### src/rtl/obi_sram_responder.sv
// rtl/obi_sram_responder.sv - OBI responder driving a 1-cycle-latency single-port SRAM bank.
// Optional: define OBI_SRAM_RESPONDER_RANDOM_STALL_EN for LFSR-driven random grant stalls.
package obi_sram_pkg;
  typedef struct packed {
    logic        req;
    logic        we;
    logic [3:0]  be;
    logic [31:0] addr;
    logic [31:0] wdata;
  } obi_req_t;

  typedef struct packed {
    logic        gnt;
    logic        rvalid;
    logic [31:0] rdata;
  } obi_resp_t;
endpackage

module obi_sram_responder
  import obi_sram_pkg::*;
#(
  parameter int unsigned NUM_WORDS   = 1024,
  parameter int unsigned WAIT_CYCLES = 0,
  localparam int unsigned ADDR_W     = $clog2(NUM_WORDS)
) (
  input  logic              clk_i,
  input  logic              rst_i,
  input  obi_req_t          obi_req_i,
  output obi_resp_t         obi_resp_o,
  output logic              sram_req_o,
  output logic              sram_we_o,
  output logic [3:0]        sram_be_o,
  output logic [ADDR_W-1:0] sram_addr_o,
  output logic [31:0]       sram_wdata_o,
  input  logic [31:0]       sram_rdata_i
);

  typedef enum logic {IDLE, WAIT} state_t;

  localparam logic [3:0] WAIT_N = 4'(WAIT_CYCLES);

  state_t     state_q, state_d;
  logic [3:0] cnt_q, cnt_d;
  logic       gnt;
  logic       stall;
  logic       rvalid_q;
  logic       resp_we_q;

`ifdef OBI_SRAM_RESPONDER_RANDOM_STALL_EN
  logic [15:0] lfsr_q;

  always_ff @(posedge clk_i or posedge rst_i) begin
    if (rst_i) begin
      lfsr_q <= 16'hACE1;
    end else begin
      lfsr_q <= {lfsr_q[14:0], lfsr_q[15] ^ lfsr_q[13] ^ lfsr_q[12] ^ lfsr_q[10]};
    end
  end

  assign stall = lfsr_q[0];
`else
  assign stall = 1'b0;
`endif

  always_comb begin
    state_d = state_q;
    cnt_d   = cnt_q;
    gnt     = 1'b0;
    case (state_q)
      IDLE: begin
        if (obi_req_i.req) begin
          if (WAIT_CYCLES == 0) begin
            gnt = !stall;
          end else begin
            state_d = WAIT;
            cnt_d   = 4'd1;
          end
        end
      end
      WAIT: begin
        // A master dropping req before gnt abandons the transfer entirely.
        if (!obi_req_i.req) begin
          state_d = IDLE;
          cnt_d   = 4'd0;
        end else if (cnt_q == WAIT_N) begin
          if (!stall) begin
            gnt     = 1'b1;
            state_d = IDLE;
            cnt_d   = 4'd0;
          end
        end else begin
          cnt_d = cnt_q + 4'd1;
        end
      end
      default: begin
        state_d = IDLE;
        cnt_d   = 4'd0;
      end
    endcase
    if (rst_i) begin
      gnt = 1'b0;
    end
  end

  always_ff @(posedge clk_i or posedge rst_i) begin
    if (rst_i) begin
      state_q   <= IDLE;
      cnt_q     <= 4'd0;
      rvalid_q  <= 1'b0;
      resp_we_q <= 1'b0;
    end else begin
      state_q  <= state_d;
      cnt_q    <= cnt_d;
      rvalid_q <= gnt;
      if (gnt) begin
        resp_we_q <= obi_req_i.we;
      end
    end
  end

  assign sram_req_o   = gnt;
  assign sram_we_o    = obi_req_i.we;
  assign sram_be_o    = obi_req_i.be;
  assign sram_addr_o  = obi_req_i.addr[ADDR_W+1:2];
  assign sram_wdata_o = obi_req_i.wdata;

  // Writes answer with zero; read data comes straight from the SRAM output port.
  assign obi_resp_o.gnt    = gnt;
  assign obi_resp_o.rvalid = rvalid_q;
  assign obi_resp_o.rdata  = (rvalid_q && !resp_we_q) ? sram_rdata_i : 32'h0;

  logic unused_addr_bits;
  assign unused_addr_bits = ^{obi_req_i.addr[31:ADDR_W+2], obi_req_i.addr[1:0]};

endmodule

### config.mk
export PLATFORM = sky130hd
export DESIGN_NAME = obi_sram_responder
export DESIGN_NICKNAME = d
export VERILOG_FILES = /design/src/rtl/obi_sram_responder.sv
export SDC_FILE = /design/constraint.sdc
export NUM_CORES = 1
export LEC_CHECK = 0
export CORE_UTILIZATION = 19
export DETAILED_ROUTE_END_ITERATION = 16
export GPL_ROUTABILITY_DRIVEN = 0
export PLACE_DENSITY = 0.8
export RECOVER_POWER = 50
export SLEW_MARGIN = 20
export SYNTH_ARGS = -nofsm -noshare
export SYNTH_HDL_FRONTEND = slang
export SYNTH_SLANG_ARGS = --single-unit
### constraint.sdc
create_clock -name clk_i -period 2.2 [get_ports clk_i]
set_input_delay 0.44 -clock clk_i [delete_from_list [all_inputs] [get_ports clk_i]]
set_output_delay 0.44 -clock clk_i [all_outputs]
set_load 0.01 [all_outputs]
## Word-level counts from Yosys, hierarchy flattened

Cells that the tools add are included.

| storage, ports and cells | value |
|---|---|
| register bits | 7 |
| input bits | 104 |
| word-level logic and storage cells | 21 |

| operators by class | value |
|---|---|
| add/sub/neg operators | 1 |
| multiplexer cells | 12 |
| bitwise logic cells | 1 |
| reduce and logical (&&, ||, !) cells | 3 |

Operators with widths:

| operator | count |
|---|---|
| 32-bit 2-to-1 mux | 1 |
| 4-bit 2-to-1 mux | 3 |
| 1-bit 2-to-1 mux | 6 |
| 4-bit by 1-bit adder with 4-bit output (second input constant) | 1 |
| 4-bit zero test | 1 |
| 1-bit one-hot mux with 2 select lines | 2 |
| 1-bit logical AND | 1 |
| 1-bit zero test | 1 |
| 1-bit NOT | 1 |

## Depth between registers and ports, before layout

| depth | value |
|---|---|
| depth in word-level cells | 5 |
| mapped depth | 5 |
| gate-level depth less buffers | 5 |

## Worst setup path before layout

OpenSTA, ideal clock, no wires.

| path | value |
|---|---|
| path type | register -> output |
| start | register cnt_q[0] |
| end | output obi_resp_o[33] (netlist bit) |
| arrival time | 1.476 ns |
| slack | 0.284 ns |
| cell stages (with the launch flop) | 6 |
| path buffers | 1 |
| cell sequence | dfrtp_1 inv_1 ha_1 or3b_4 a211oi_4 buf_4 |

| between the ends | value |
|---|---|
| word-level cells in the longest chain between the ends | 5 |

RTL lines:

| element | line | source |
|---|---|---|
| from (decl) | 43 | `logic [3:0] cnt_q, cnt_d;` |
| from (signal assigned) | 113 | `cnt_q <= cnt_d;` |
| 4-bit zero test | 85 | `end else if (cnt_q == WAIT_N) begin` |
| 1-bit 2-to-1 mux | 85 |  |
| 1-bit 2-to-1 mux | 82 | `if (!obi_req_i.req) begin` |
| 1-bit one-hot mux with 2 select lines | 69 | `case (state_q)` |
| 1-bit 2-to-1 mux | 100 | `if (rst_i) begin` |
| to (decl) | 29 | `output obi_resp_t obi_resp_o,` |

No other way between the ends.

==> results.tsv <==
metric	value	unit
crit_fanout	3	
ant_nets	0	
pwr-share-seq	0.279	
drc	0	
layout-drive-gt1-share	0.136	
drv_cap	0	
grt_overflow_total	0	
synth_xor_area_frac	0	
leakage	0.605	nW
start_util	0.204	
syn_area	918	um2
holdWs	0.504	ns
grt_setup_unrepaired	false	
pin_count	186	
ir_drop	0.000208	V
p_per_area	335	nW/um2
syn_avg_cell_area	8.06	um2
tightest_slew	0.283	ns
cts_buffers	3	
fin_crit	2.13	ns
finClkSkew	0.00240	ns
status	complete, no violations	
grt_max_degree	27	
final_core_util	0.320	
end_kind	primary output	
grt_pass1_vias	782	
hold_class	reg2reg	
rr_endpoint	resp_we_q	
vias	797	
clk_path_buf_depth	2	
drt_wl_total	2.12	mm
hold_viol	0	
die_w	71.5	um
postSynthCellCount	114	
start_kind	flop	
slew_headroom	0.811	
syn-num-nets	220	
grt_util_all_layers	0.0857	
synth_compound_area_frac	0.0599	
drtIter0Drc	9	
hpwl	1.77	mm
synth_top_family_by_area	buffers and inverters	
rr_worst_depth	6	
die_y	71.5	um
dp_cells	193	
portBuffers	71	
cts_max_level	1	
grt_use_met3	0.0858	
seq_area_frac_synth	0.191	
synthAdderAreaFrac	0.0272	
synthSimpleGateAreaFrac	0.277	
core_area	4500	um2
finalNetCount	254	
rows	24	
fmax	0.470	GHz
use_met2	0.128	
cts_root_buffer	clkbuf_8	
num_antenna_cells	0	
worstSetupEndpoint	obi_resp_o[33]	
internal_power	0.000377	W
areaGrowthSynthToFinish	56.9	%
crit_start	cnt_q[0]	
final_cells	199	
grt_busiest_layer	met2	
pwr-share-comb	0.350	
setup_viol	0	
p_total	0.000483	W
yosys_register_bits	7	
grt_pass1_wl	3.46	mm
yosys_warnings	0	
critPathRequiredTime	1.76	ns
die_area	5120	um2
clock_latency	0.23	ns
met1_usage	0.0767	
rrSetupSlack	0.41	ns
cts_num_sinks	7	
final-max-slew-violation-count	0	
fin_crit_sh	0.966	
post_drt_wl_per_cell	10.7	um
cp_data_arrival_time	1.69	ns
yosysUniqueCellTypes	17	
dp_slack	-0.162	ns
rr_startpoint	cnt_q[0]	
cts_tree	done	
synthMuxAreaShare	0.0123	
crit_type	reg2out	
fin_ws	0.0741	ns
p_sw_frac	0.221	
postCtsHoldBufs	0	
dr.pass1.iters	4	
clk_pin_slew_worst_paths	0.04	ns
power.switching	0.000107	W
antenna_found_initial	0	
viasPerCell	4.01	
pwr-share-clk	0.371	
==> worst max-delay path, stage by stage, from the launching register on <==
cell and delay [ns]:
dfrtp_1 0.37, inv_2 0.06, ha_1 0.13, or3b_4 0.39, a211oi_4 0.27, buf_6 0.14, buf_6 0.09
==> through the flow <==
| step | TNS (ns) | cell area (um2) |
|---|---|---|
| 2_1_floorplan | 0 | 918 |
| 3_3_place_gp | -0.245 | 1380 |
| 3_5_place_dp | -0.305 | 1380 |
| 4_1_cts | 0 | 1420 |
| 5_1_grt | 0 | 1440 |
| 6_report | 0 | 1440 |
==> timing repair <==
| action | CTS | global route |
|---|---|---|
| gates resized for setup | 7 | 8 |
| pin swaps | 1 | 1 |
| buffers inserted | 1 | 1 |
| endpoints found under the setup margin | 2 | 27 |
==> cells in the mapped netlist <==
library cell / count / area, um2
a21o_1: 1 / 7.51
and2_1: 32 / 200
a22o_1: 1 / 8.76
mux2_1: 1 / 11.3
and3_1: 1 / 6.26
nand3_1: 4 / 20.0
a211oi_4: 1 / 20.0
o221ai_1: 1 / 8.76
nor2_1: 1 / 3.75
o21ai_0: 2 / 10.0
or3b_4: 1 / 11.3
clkbuf_1: 3 / 11.3
nor2b_1: 2 / 12.5
buf_4: 49 / 368
dfrtp_1: 7 / 175
inv_1: 5 / 18.8
ha_1: 2 / 25.0
==> routing by layer <==
layer	vias to the layer above	wire length, um
met5	-	0
li1	370	-
met1	337	648
met3	6	458
met4	0	45
met2	84	972
==> cell type report <==
cell class | instances | area, um2
inverter | 5 | 18.8
fill | 489 | 3060
tap | 52 | 65.1
multi-input combinational | 50 | 348
timing repair buffer | 81 | 790
sequential | 7 | 175
clock buffer | 4 | 45.0
==> worst min path at each step <==
stage	startpoint	end	slack, ns	cells past startpoint
after floorplan	rst_i	cnt_q[0]	0.24	1
after global placement	resp_we_q	resp_we_q	0.48	1
after global routing	resp_we_q	resp_we_q	0.53	1
after CTS	resp_we_q	resp_we_q	0.49	1
final	resp_we_q	resp_we_q	0.50	1
after detailed placement	resp_we_q	resp_we_q	0.48	1
==> sequential cells by signal, indices dropped and copies added (netlist names) <==
| signal | flops |
|---|---|
| rvalid_q | 1 |
| state_q | 1 |
| cnt_q | 4 |
| resp_we_q | 1 |
==> kinds of logic (layout without fill, tap and decap cells) <==
kind of cell | after synthesis | count (layout)
simple gates | 41 | 41
flops | 7 | 7
mux | 1 | 1
fa+ha+maj | 2 | 2
compound gates | 6 | 6
buf+inv | 57 | 90
==> cell usage in the layout (no fill, tap or decap), drive strengths merged <==
cell           synthesis  layout
inv                    5       5
a22o                   1       1
nor2b                  2       2
dfrtp                  7       7
and3                   1       1
or3b                   1       1
clkbuf                 3       4
and2                  32      32
ha                     2       2
dlygate4sd3            0       1
nor2                   1       1
nand3                  4       4
o221ai                 1       1
o21ai                  2       2
buf                   49      12
a21o                   1       1
a211oi                 1       1
clkdlybuf4s50          0      68
mux2                   1       1
==> power groups by stage <==
| stage | clock (W) | sequential (W) | combinational (W) |
|---|---|---|---|
| 4_1_cts | 0.000186 | 0.000135 | 0.000170 |
| 6_report | 0.000179 | 0.000135 | 0.000169 |
| 3_3_place_gp | 0 | 0.000136 | 0.000167 |
| 3_5_place_dp | 0 | 0.000136 | 0.000169 |
| 5_1_grt | 0.000193 | 0.000135 | 0.000183 |
| 2_1_floorplan | 0 | 0.000136 | 0.000136 |
(Power assumes the default switching activity.)
